### src/rtl/coherence_agent.sv
// Cache-side MSI snooping agent: victim writeback, BusRd/BusRdX block fill,
// and snoop responses (hit report, Modified data supply, downgrade/invalidate).
module coherence_agent #(
  parameter int CPUID = 0
) (
  input  logic        CLK,
  input  logic        RST,
  input  logic        miss_req,
  input  logic        miss_write,
  input  logic [31:0] miss_addr,
  input  logic        victim_dirty,
  input  logic [31:0] victim_addr,
  input  logic [31:0] victim_data0,
  input  logic [31:0] victim_data1,
  output logic        miss_done,
  output logic [31:0] fill_data0,
  output logic [31:0] fill_data1,
  output logic [1:0]  fill_state,
  output logic [31:0] snp_addr,
  input  logic [1:0]  snp_state,
  input  logic [31:0] snp_data0,
  input  logic [31:0] snp_data1,
  output logic        snp_wen,
  output logic [1:0]  snp_newstate,
  output logic        dREN,
  output logic        dWEN,
  output logic [31:0] daddr,
  output logic [31:0] dstore,
  input  logic [31:0] dload,
  input  logic        dwait,
  output logic        cctrans,
  output logic        ccwrite,
  input  logic        ccwait,
  input  logic        ccinv,
  input  logic [31:0] ccsnoopaddr
);

  localparam logic [1:0] ST_I = 2'b00;
  localparam logic [1:0] ST_S = 2'b01;
  localparam logic [1:0] ST_M = 2'b10;

  typedef enum logic [3:0] {
    IDLE, VWB0, VWB1, REQ, FILL0, FILL1, DONE, SNOOP, SWB0, SWB1
  } state_t;

  state_t      r_state, w_next, r_saved;
  logic [31:0] r_fill0, r_fill1;
  logic [1:0]  r_fill_state;
  logic        w_cap0, w_cap1;
  logic        w_unused_ok;

  assign w_unused_ok = ^{miss_addr[2:0], victim_addr[2:0], ccsnoopaddr[2:0], 1'(CPUID)};

  assign snp_addr   = ccsnoopaddr;
  assign fill_data0 = r_fill0;
  assign fill_data1 = r_fill1;
  assign fill_state = r_fill_state;

  // Word 0 lands from REQ (unless a snoop preempts) or from the post-snoop retry.
  assign w_cap0 = ((r_state == REQ) && !ccwait && !dwait) || ((r_state == FILL0) && !dwait);
  assign w_cap1 = (r_state == FILL1) && !dwait;

  always_ff @(posedge CLK) begin
    if (RST) begin
      r_state <= IDLE;
    end else begin
      r_state <= w_next;
    end
  end

  always_ff @(posedge CLK) begin
    if (RST) begin
      r_saved      <= IDLE;
      r_fill0      <= '0;
      r_fill1      <= '0;
      r_fill_state <= ST_I;
    end else begin
      if (ccwait && (r_state == IDLE)) r_saved <= IDLE;
      if (ccwait && (r_state == REQ))  r_saved <= FILL0;
      if (w_cap0) r_fill0 <= dload;
      if (w_cap1) begin
        r_fill1      <= dload;
        r_fill_state <= miss_write ? ST_M : ST_S;
      end
    end
  end

  always_comb begin
    w_next = r_state;
    case (r_state)
      IDLE: begin
        if (ccwait)        w_next = SNOOP;
        else if (miss_req) w_next = victim_dirty ? VWB0 : REQ;
      end
      VWB0:  if (!dwait) w_next = VWB1;
      VWB1:  if (!dwait) w_next = REQ;
      REQ: begin
        if (ccwait)      w_next = SNOOP;
        else if (!dwait) w_next = FILL1;
      end
      FILL0: if (!dwait) w_next = FILL1;
      FILL1: if (!dwait) w_next = DONE;
      DONE:  w_next = IDLE;
      SNOOP: w_next = (snp_state == ST_M) ? SWB0 : r_saved;
      SWB0:  if (!dwait) w_next = SWB1;
      SWB1:  if (!dwait) w_next = r_saved;
      default: w_next = IDLE;
    endcase
  end

  always_comb begin
    miss_done    = 1'b0;
    dREN         = 1'b0;
    dWEN         = 1'b0;
    daddr        = '0;
    dstore       = '0;
    cctrans      = 1'b0;
    ccwrite      = 1'b0;
    snp_wen      = 1'b0;
    snp_newstate = ST_I;
    case (r_state)
      VWB0: begin
        dWEN   = 1'b1;
        daddr  = {victim_addr[31:3], 3'b000};
        dstore = victim_data0;
      end
      VWB1: begin
        dWEN   = 1'b1;
        daddr  = {victim_addr[31:3], 3'b100};
        dstore = victim_data1;
      end
      REQ, FILL0: begin
        dREN    = 1'b1;
        cctrans = 1'b1;
        ccwrite = miss_write;
        daddr   = {miss_addr[31:3], 3'b000};
      end
      FILL1: begin
        dREN    = 1'b1;
        cctrans = 1'b1;
        ccwrite = miss_write;
        daddr   = {miss_addr[31:3], 3'b100};
      end
      DONE: miss_done = 1'b1;
      SNOOP: begin
        if (snp_state == ST_M) begin
          cctrans = 1'b1;
          ccwrite = 1'b1;
        end else if (snp_state == ST_S) begin
          cctrans = 1'b1;
          snp_wen = ccinv;
        end
      end
      SWB0: begin
        dWEN    = 1'b1;
        cctrans = 1'b1;
        ccwrite = 1'b1;
        daddr   = {ccsnoopaddr[31:3], 3'b000};
        dstore  = snp_data0;
      end
      SWB1: begin
        dWEN         = 1'b1;
        cctrans      = 1'b1;
        ccwrite      = 1'b1;
        daddr        = {ccsnoopaddr[31:3], 3'b100};
        dstore       = snp_data1;
        snp_wen      = !dwait;
        snp_newstate = ccinv ? ST_I : ST_S;
      end
      default: ;
    endcase
  end

endmodule

### config.mk
export PLATFORM = sky130hd
export DESIGN_NAME = coherence_agent
export DESIGN_NICKNAME = d
export VERILOG_FILES = /design/src/rtl/coherence_agent.sv
export SDC_FILE = /design/constraint.sdc
export NUM_CORES = 1
export LEC_CHECK = 0
export ABC_AREA = 0
export BUFFER_PORTS_ARGS = -buffer_cell sky130_fd_sc_hd__buf_2
export CORE_AREA = 2 2 168 170
export DETAILED_ROUTE_END_ITERATION = 8
export DIE_AREA = 0 0 170 172
export HOLD_SLACK_MARGIN = 0.06
export PLACE_DENSITY = 0.49
export SLEW_MARGIN = 10
export SYNTH_ARGS = -nofsm -noshare
export SYNTH_HDL_FRONTEND = slang
export SYNTH_SLANG_ARGS = --single-unit
### constraint.sdc
create_clock -name CLK -period 4.15 [get_ports CLK]
set_input_delay 0.6225 -clock CLK [delete_from_list [all_inputs] [get_ports CLK]]
set_output_delay 0.6225 -clock CLK [all_outputs]
set_load 0.02 [all_outputs]
== After elaboration in Yosys (flattened, before gate mapping) ==
Index checks and enable logic that the tools add are counted.
Operators by class
  reduce and logical (&&, ||, !) cells: 17
  equal/unequal tests: 17
  mux-type cells: 30
Operators with widths (count)
  32-bit case mux with 6 select lines: 1
  32-bit case mux with 4 select lines: 1
  4-bit two-way mux: 10
  4-bit case mux with 9 select lines: 1
  4-bit by 3-bit == test with 1-bit output (second input constant): 4
  1-bit two-way mux: 10
  2-bit != test (second input constant): 5
  4-bit by 2-bit == test with 1-bit output (second input constant): 2
  4-bit == test (second input constant): 2
  1-bit logical AND: 6
  3-bit two-way mux: 2
  6-bit AND reduction: 1
  5-bit OR reduction: 1
  4-bit by 1-bit == test with 1-bit output (second input constant): 1
  4-bit logical NOT: 1
  2-bit two-way mux: 2
  1-bit case mux with 2 select lines: 2
  2-bit OR reduction: 2
  4-bit OR reduction: 1
  3-bit != test (second input constant): 1
  1-bit case mux with 3 select lines: 1
  3-bit OR reduction: 1
  2-bit by 1-bit == test with 1-bit output (second input constant): 1
  2-bit == test (second input constant): 1
  3 further kinds: 4
Word-level totals
  bits in registers: 71
  input port bits: 266

== Longest topological paths before layout ==
Gate-level depths: netlist (run 1).
  depth in word-level cells: 4
  depth in mapped cells: 7
  mapped depth without buffers: 5

== Worst setup path after synthesis (run 1) ==
OpenSTA, ideal clock, no wires.
  path kind: register to output
  from: register r_state[0]
  to: output dstore[17]
  stages on the path, launching flop included: 6
  setup slack: 1.924 ns
  arrival: 1.603 ns
  data required time: 3.527 ns
  cells stage by stage: dfxtp_1 > buf_4 > buf_4 > buf_2 > mux2i_1 > o21ai_0
On the way
  word-level cells in the longest chain between the ends: 2
Ends and longest elaborated chain
  from (decl): RTL line 46  | state_t r_state, w_next, r_saved;
  from (signal assigned): RTL line 67  | r_state <= w_next;
  4-bit == test, or another cell as far along: RTL line 121  | case (r_state)
  32-bit case mux with 4 select lines *: RTL line 121
  to (decl): RTL line 28  | output logic [31:0] dstore,
Mark *: on every way between the ends. The rest lies on a longest branch, timed or not.

== Worst setup path in the final report (run 1) ==
  from: register r_state[1]
  to: output daddr[5]
On the way
  word-level cells in the longest chain between the ends: 3
Ends and longest elaborated chain
  4-bit by 3-bit == test with 1-bit output or 4-bit by 2-bit == test with 1-bit output (tied branches): RTL line 121
  2-bit OR reduction
  32-bit case mux with 6 select lines *: RTL line 121
  to (decl): RTL line 27  | output logic [31:0] daddr,
Marked as above.

==> results of run 1 <==
cell usage after synthesis (2+ instances only):
library cell	n	area, um2
nor2_1	10	37.5
inv_1	5	18.8
buf_2	21	105
nor2b_1	2	12.5
nand3_1	2	10.0
or3_1	2	12.5
nand2b_1	4	25.0
a21o_1	29	218
a31o_2	2	17.5
nor3_2	2	20.0
dfxtp_1	71	1420
a22oi_1	32	240
ha_1	2	25.0
nand2_1	137	514
a21oi_1	70	350
a22o_1	29	254
mux2i_1	32	320
nor3b_1	2	15.0
o21ai_0	39	195
clkbuf_1	17	63.8
nor3_1	5	25.0
buf_4	47	353
flip-flops by register name, indices dropped and copies added, names as in the netlist:
signal	cells
r_saved	1
fill_state	2
fill_data0	32
fill_data1	32
r_state	4
per-stage QoR:
stage	setup slack [ns]	std cells	cell area (um2)	hold slack, ns	total power, mW
after floorplan	1.92	587	4510	0.464	2.52
after global placement	1.21	1282	6650	0.439	3.27
after detailed placement	1.20	1282	6650	0.443	3.27
after CTS	0.839	1297	6980	0.451	4.16
after global routing	0.738	1298	6980	0.463	4.35
final	0.913	1299	6980	0.449	4.09
cell type report:
class / instances / area (um2) / area share, %
diodes: 2 / 5.00 / 0.0717
repair buffers: 434 / 2210 / 31.6
flip-flops and latches: 71 / 1420 / 20.4
well taps: 346 / 433 / 6.20
clock inverters: 4 / 95.1 / 1.36
clock buffers: 11 / 233 / 3.33
multi-input cells: 426 / 2570 / 36.8
inverters: 5 / 18.8 / 0.269
power by group:
group	total, mW	switching [mW]	internal, mW
registers	0.844	0.0904	0.753
clock network	0.867	0.284	0.583
logic	2.38	1.47	0.915
cell families (layout without fill, tap and decap cells):
kind of cell,after synthesis,count (layout)
compound gates,214,214
xor+xnor,2,2
fa+ha+maj,2,2
buf+inv,90,454
flops,71,71
mux,33,33
other cells,1,5
simple gates,172,172
path summary, 6_finish.rpt:
path / depth (start not counted) / to / startpoint / slack (ns)
max: 6 / daddr[5] / r_state[1]$_SDFFE_PP0P_ / 0.91
min: 2 / fill_data1[18]$_SDFFE_PP0P_ / fill_data1[18]$_SDFFE_PP0P_ / 0.45
max reg2reg: 4 / fill_data0[1]$_SDFFE_PP0P_ / r_state[1]$_SDFFE_PP0P_ / 1.83
min reg2reg: 2 / fill_data1[18]$_SDFFE_PP0P_ / fill_data1[18]$_SDFFE_PP0P_ / 0.45
routing by layer:
layer / part of all wire, % / up-vias
met2: 48 / 260
met1: 44 / 2549
met4: 1.4 / 4
li1: - / 2758
met3: 6.5 / 22
met5: 0.13 / -
worst reg2reg max path: stages (launching register included):
cell and delay (ns):
dfxtp_1 0.88, nor4bb_4 0.37, o21a_2 0.68, nand2_1 0.17, a21oi_1 0.14
==> flow_summary.json, run 1 <==
{
  "rsz0062_at_grt": "no",
  "relSlewSlack_pct": 42.3,
  "yosys_warnings": 0,
  "dieHeight_um": 172,
  "fin_crit_sh_pct": 78.0,
  "synth_compound_gate_area_share_pct": 31.1,
  "gp_congestion": 0.837,
  "postCtsSetupBuffers": 0,
  "cts_resized": 0,
  "postLayoutCoreUtil_pct": 25.4,
  "viasPerCell": 4.31,
  "cts.sinks": 71,
  "clkTransAtPathRegs_ns": 0.05,
  "ant_nets": 0,
  "synth_ff_type": "dfxtp_1",
  "critical_path_class": "register to output pin",
  "antenna_found_initial": 4,
  "fmax_mhz": 309,
  "busiest_layer": "met2",
  "netlist_instances": 585,
  "cts_buffers": 9,
  "path_buf_inv": 3,
  "maxSlewViolCount": 0,
  "critPathSlowestCell": "dfxtp_1",
  "syn_area_mm2": 0.00450,
  "grt_first_pass_wirelength_mm": 29.1,
  "crit_path_end_kind": "output pin",
  "synth_xor_area_share_pct": 0.389,
  "die_area_mm2": 0.0292,
  "worstPathMaxFanout": 30,
  "crit_family": "flip-flops",
  "p_per_area_mw_per_mm2": 586,
  "grt_pass1_vias": 5032,
  "finalNetCount": 1215,
  "wirelength_mm": 20.6,
  "cpPeakStageDelay_ns": 0.88,
  "synth_fa_ha_area_share_pct": 0.556,
  "num_vias": 5593,
  "drc": 0,
  "drt_iter0_markers": 298,
  "nFillCells": 3096,
  "core_area_mm2": 0.0275,
  "irDropWorstVdd_uv": 257,
  "crit_required_ns": 3.53,
  "synth_simple_gate_area_share_pct": 16.9,
  "clock_skew_ns": 0.00299,
  "cts_tree": "done",
  "grt.overflow.total": 0,
  "status": "finished clean",
  "dp_hpwl_mm": 16.3,
  "start_util_pct": 16.4,
  "holdBufCountCts": 0,
  "synth-seq-cells": 71,
  "min_period_ns": 3.24,
  "hold_path.class": "register to register",
  "start_kind": "register",
  "cp_cell_sequence": "inv_1, or3_1, a21oi_2, buf_4, a21o_1, buf_2",
  "synth.avg_cell_area_um2": 7.69,
  "maxCapViolations": 0,
  "layout-drive-gt1-share_pct": 48.6,
  "tns_ns": 0,
  "clkLatencyLatePin_ns": 0.33,
  "grt_max_degree": 38,
  "synth-edff-count": 0,
  "max_slew.worst_pin.slew_ns": 0.865,
  "cp_data_arrival_time_ns": 2.61,
  "die_w_um": 170,
  "layout_commonest_cell": "buf_2",
  "cts_max_level": 3,
  "ys_seq_area_share_pct": 31.6,
  "areaGrowthSynthToFinish_pct": 55.1,
  "synth-async-reset-ratio_pct": 0,
  "synth_top_family_by_area": "compound AO/OA/AOI/OAI gates",
  "use_met1_pct": 16.6,
  "synth_mux_area_share_pct": 7.37,
  "rows": 61,
  "cts-root-buf": "clkbuf_16",
  "layout_common_cells": "420 x buf_2, 137 x nand2_1, 70 x a21oi_1, 70 x dfxtp_1, 39 x o21ai_0",
  "finalSetupViolCount": 0,
  "power.leakage_nw": 3.55,
  "use_met3_pct": 2.63,
  "wl_per_cell_um": 15.9,
  "ys_types": 45,
  "io_pins": 436,
  "port_buffers": 420,
  "grtUsageTotal_pct": 12.9,
  "clk_path_buf_depth": 2,
  "grt_util_met2_pct": 22.3,
  "hold_viol": 0,
  "first_pass_iters": 4
}
Note: power is estimated with default switching activity, not from simulation.
==> inputs of run 2 (changes only) <==
==> constraint.sdc (replaced) <==
create_clock -name CLK -period 3.1 [get_ports CLK]
set_input_delay 0.465 -clock CLK [delete_from_list [all_inputs] [get_ports CLK]]
set_output_delay 0.465 -clock CLK [all_outputs]
set_load 0.02 [all_outputs]
==> run 2 against run 1 <==
First-iteration DRC count shrank 7.4%. Highest routed layer unchanged. Worst hold slack worse by 0.071 ns. Via count fell by 0.36%. Utilization up 0.27 points. Global-route usage rose by 0.091 points. Cell count about the same. Sequential share of layout area down 0.22 points. Clock skew rose by 0.0058 ns. Die area did not move. Sequential cell count unchanged.
==> flow_summary.json, run 2 (synthesized netlist as in run 1, its figures left out) <==
{
  "cp_data_arrival_time_ns": 2.36,
  "layout_common_cells": "420 x buf_2, 137 x nand2_1, 70 x a21oi_1, 70 x dfxtp_1, 39 x o21ai_0",
  "antenna_found_initial": 6,
  "relSlewSlack_pct": 50.0,
  "viasPerCell": 4.29,
  "crit_required_ns": 2.63,
  "drc": 0,
  "ant_nets": 0,
  "die_area_mm2": 0.0292,
  "hold_path.class": "primary input to register",
  "reg2reg_from": "r_state[2]$_SDFFE_PP0P_",
  "clock_skew_ns": 0.00878,
  "reg2regPathDepth": 5,
  "cts_buffers": 9,
  "die_w_um": 170,
  "drt_iter0_markers": 276,
  "min_period_ns": 2.82,
  "diodes": 0,
  "critical_path_class": "register to output pin",
  "areaGrowthSynthToFinish_pct": 56.8,
  "dp_hpwl_mm": 16.2,
  "clkTransAtPathRegs_ns": 0.06,
  "fin_crit_sh_pct": 91.0,
  "worstReg2RegEnd": "fill_data1[3]$_SDFFE_PP0P_",
  "core_area_mm2": 0.0275,
  "cts.sinks": 71,
  "min_from": "dload[23]",
  "finalNetCount": 1217,
  "max_slew.worst_pin.slew_ns": 0.750,
  "num_vias": 5573,
  "cp_cell_sequence": "buf_4, nor4b_4, buf_12, a22oi_1, o21ai_0, buf_2",
  "crit_family": "flip-flops",
  "maxSlewViolCount": 0,
  "hold_path_depth": 3,
  "wl_per_cell_um": 15.7,
  "layout_commonest_cell": "buf_2",
  "tns_ns": 0,
  "layout-drive-gt1-share_pct": 49.0,
  "cts_resized": 0,
  "holdBufCountCts": 0,
  "cp.depth": 6,
  "cpPeakStageDelay_ns": 0.78,
  "hold_end": "fill_data1[23]$_SDFFE_PP0P_",
  "cts-root-buf": "clkbuf_16",
  "clk_path_buf_depth": 2,
  "cts_tree": "done",
  "grtUsageTotal_pct": 13.0,
  "finalSetupViolCount": 0,
  "critPathSlowestCell": "dfxtp_1",
  "power.leakage_nw": 3.59,
  "path_buf_inv": 3,
  "first_pass_iters": 4,
  "p_per_area_mw_per_mm2": 791,
  "rrSetupSlack_ns": 0.84,
  "wirelength_mm": 20.4,
  "cts_max_level": 3,
  "irDropWorstVdd_uv": 316,
  "critPathLaunch": "r_state[2]$_SDFFE_PP0P_",
  "gp_congestion": 0.831,
  "grt_first_pass_wirelength_mm": 29.4,
  "io_pins": 436,
  "worstPathMaxFanout": 32,
  "rows": 61,
  "crit_path_end_kind": "output pin",
  "port_buffers": 420,
  "fmax_mhz": 355,
  "status": "finished clean",
  "hold_viol": 0,
  "grt_max_degree": 37,
  "start_kind": "register",
  "clkLatencyLatePin_ns": 0.33,
  "rsz0062_at_grt": "no",
  "postCtsSetupBuffers": 0,
  "grt_pass1_vias": 5147,
  "dieHeight_um": 172,
  "maxCapViolations": 0,
  "start_util_pct": 16.4,
  "grt.overflow.total": 0,
  "hold_ws_ns": 0.378
}
==> run 2: worst max path at each step <==
stage                      end  slack [ns]
floorplan           dstore[17]        1.03
CTS                  daddr[10]        0.26
global route         daddr[10]        0.08
global placement      daddr[5]        0.62
detailed placement   daddr[10]        0.64
finish               dstore[0]        0.28
==> run 2: where the power goes <==
part / switching, mW / total, mW / internal [mW]
sequential: 0.123 / 1.13 / 1.01
clock: 0.418 / 1.23 / 0.814
combinational: 1.96 / 3.22 / 1.26
total: 2.50 / 5.58 / 3.08
==> run 2: area by class of cell <==
cell class	count	area, um2
fill	3113	20400
multi-input combinational	426	2570
timing repair buffer	436	2260
sequential	71	1420
tap	346	433
clock buffer	10	239
clock inverter	6	116
inverter	5	18.8
==> run 2: metrics by stage <==
step	cell area (um2)	cells	total power [mW]	util [%]	setup slack [ns]
final	7060	1300	5.58	25.7	0.280
after global routing	7060	1300	5.96	25.7	0.0811
after CTS	7060	1300	5.67	25.7	0.258
after detailed placement	6700	1284	4.40	24.4	0.642
after global placement	6700	1284	4.42	24.4	0.623
after floorplan	4510	587	3.37	-	1.03
==> run 2: routing by layer <==
metal / GRT usage, % / vias up / share of wire [%]
met5: 0 / - / 0.45
met4: 2.38 / 12 / 1.0
met3: 4.01 / 27 / 7.4
met2: 22.2 / 247 / 48
met1: 16.2 / 2530 / 43
li1: - / 2757 / -
==> run 2: worst min-delay path: stages <==
cell and delay, ns:
buf_2 0.10, nand2_1 0.05, a21oi_1 0.05
==> inputs of run 3 (changes only) <==
--- a/config.mk
+++ b/config.mk
@@ -6,12 +6,12 @@
 export NUM_CORES = 1
 export LEC_CHECK = 0
 export ABC_AREA = 0
-export BUFFER_PORTS_ARGS = -buffer_cell sky130_fd_sc_hd__buf_2
 export CORE_AREA = 2 2 168 170
 export DETAILED_ROUTE_END_ITERATION = 8
 export DIE_AREA = 0 0 170 172
+export DONT_BUFFER_PORTS = 1
 export HOLD_SLACK_MARGIN = 0.06
-export PLACE_DENSITY = 0.49
+export PLACE_DENSITY = 0.35
 export SLEW_MARGIN = 10
 export SYNTH_ARGS = -nofsm -noshare
 export SYNTH_HDL_FRONTEND = slang
==> run 3 against run 2 <==
Non-clock buffer count shrank 380. Count of clock-buffer cells in the layout grew 1. Combinational power shrank 15%. Clock power down 7%. Critical path type unchanged. Critical endpoint is now dstore[22]. Largest cell class unchanged.
==> flow_summary.json, run 3 (synthesized netlist as in run 1, its figures left out) <==
{
  "areaGrowthSynthToFinish_pct": 15.8,
  "hold_path.class": "primary input to register",
  "rsz0062_at_grt": "no",
  "start_util_pct": 16.4,
  "finalNetCount": 837,
  "postCtsSetupBuffers": 0,
  "stdcell_count": 924,
  "antenna_found_initial": 4,
  "ant_nets": 0,
  "layout-drive-gt1-share_pct": 15.2,
  "cp_data_arrival_time_ns": 2.27,
  "place_inst": 904,
  "seq_area_mm2": 0.00142,
  "grt.overflow.total": 0,
  "switchingPower_mw": 2.35,
  "max_slew.worst_pin.slew_ns": 0.623,
  "irDropWorstVdd_uv": 339,
  "gp_congestion": 0.884,
  "dp_hpwl_mm": 16.1,
  "wl_per_cell_um": 22.3,
  "clock_skew_ns": 0.00920,
  "dieHeight_um": 172,
  "power_frac_seq_pct": 24.0,
  "tns_ns": 0,
  "min_period_ns": 2.74,
  "grtUsageTotal_pct": 13.0,
  "holdBufCountCts": 0,
  "grt_max_degree": 71,
  "p_sw_share_pct": 45.8,
  "fin_crit_sh_pct": 88.3,
  "hold_path_depth": 1,
  "core_area_mm2": 0.0275,
  "clkLatencyLatePin_ns": 0.33,
  "cts-root-buf": "clkbuf_16",
  "viasPerCell": 4.58,
  "p_per_area_mw_per_mm2": 986,
  "postLayoutCoreUtil_pct": 19.0,
  "die_w_um": 170,
  "die_area_mm2": 0.0292,
  "maxCapViolations": 0,
  "cts_resized": 0,
  "crit_path_end_kind": "output pin",
  "maxSlewViolCount": 0,
  "clk_path_buf_depth": 2,
  "setup_ws_ns": 0.362,
  "clkPwrFrac_pct": 22.4,
  "drc": 0,
  "pre_cts_slack_ns": 0.744,
  "finalSetupViolCount": 0,
  "hold_ws_ns": 0.200,
  "reg2regPathDepth": 6,
  "fmax_mhz": 365,
  "cts.sinks": 71,
  "clkTransAtPathRegs_ns": 0.06,
  "critical_path_class": "register to output pin",
  "hold_viol": 0,
  "start_kind": "register",
  "io_pins": 436,
  "cts_max_level": 3,
  "worstPathMaxFanout": 28,
  "grt_pass1_vias": 3904,
  "crit_required_ns": 2.63,
  "layout_commonest_cell": "nand2_1",
  "combPwrFrac_pct": 53.6,
  "cts_buffers": 9,
  "nFillCells": 3120,
  "internal-power_mw": 2.78,
  "power.leakage_nw": 1.94,
  "rows": 61,
  "drt_iter0_markers": 298,
  "layout_common_cells": "137 x nand2_1, 70 x a21oi_1, 70 x dfxtp_1",
  "multiInputGateArea_mm2": 0.00257,
  "first_pass_iters": 4,
  "cts_tree": "done",
  "port_buffers": 0,
  "wirelength_mm": 20.6,
  "status": "finished clean",
  "relSlewSlack_pct": 58.4,
  "grt_first_pass_wirelength_mm": 27.7,
  "num_vias": 4236
}
==> run 3: changes by cell type in the layout (fill, tap and decap cells not counted), moves of 2 or more <==
cell,delta
diode_2,+4
clkinvlp_4,+2
buf_4,+43
buf_2,-420
buf_12,-3
clkinv_4,-2
==> run 3: layer usage <==
metal / global-route usage [%] / vias up / routed length [um]
li1: - / 1997 / -
met5: 0 / - / 0
met3: 6.07 / 22 / 2380
met4: 4.24 / 0 / 458
met2: 21.7 / 247 / 9790
met1: 14.9 / 1970 / 7970
==> run 3: worst paths after layout <==
| kind | from | to | slack [ns] |
|---|---|---|---|
| worst max-delay path | r_state[2]$_SDFFE_PP0P_ | dstore[22] | 0.36 |
| worst min-delay path | RST | fill_data1[9]$_SDFFE_PP0P_ | 0.20 |
| worst max register to register | r_state[2]$_SDFFE_PP0P_ | r_state[2]$_SDFFE_PP0P_ | 0.96 |
| worst min register to register | r_saved[2]$_SDFFE_PP0P_ | r_saved[2]$_SDFFE_PP0P_ | 0.51 |
==> run 3: cell type report <==
| class | instances | area share, % |
|---|---|---|
| repair buffers | 56 | 8.07 |
| multi-input cells | 426 | 49.4 |
| clock buffers | 11 | 4.85 |
| diodes | 4 | 0.192 |
| flip-flops and latches | 71 | 27.3 |
| clock inverters | 5 | 1.54 |
| well taps | 346 | 8.31 |
| inverters | 5 | 0.360 |
==> run 3: worst max-delay path, cell delays in order (launching register included) <==
cell and delay [ns]:
dfxtp_1 0.50, nor4b_4 0.51, buf_4 0.41, a22oi_1 0.11, o21ai_0 0.18, buf_4 0.22
==> run 3: metrics by stage <==
stage	cell area, um2	power [mW]
after floorplan	4510	3.37
after global placement	4870	4.03
after detailed placement	4870	4.02
after CTS	5200	5.21
after global routing	5210	5.46
final	5210	5.14
==> run 3: power by group through the flow <==
| stage | combinational (mW) | sequential, mW | clock [mW] |
|---|---|---|---|
| floorplan | 2.20 | 1.17 | 0 |
| finish | 2.75 | 1.23 | 1.15 |
| detailed placement | 2.76 | 1.26 | 0 |
| global route | 2.97 | 1.25 | 1.24 |
| global placement | 2.77 | 1.26 | 0 |
| CTS | 2.77 | 1.24 | 1.20 |
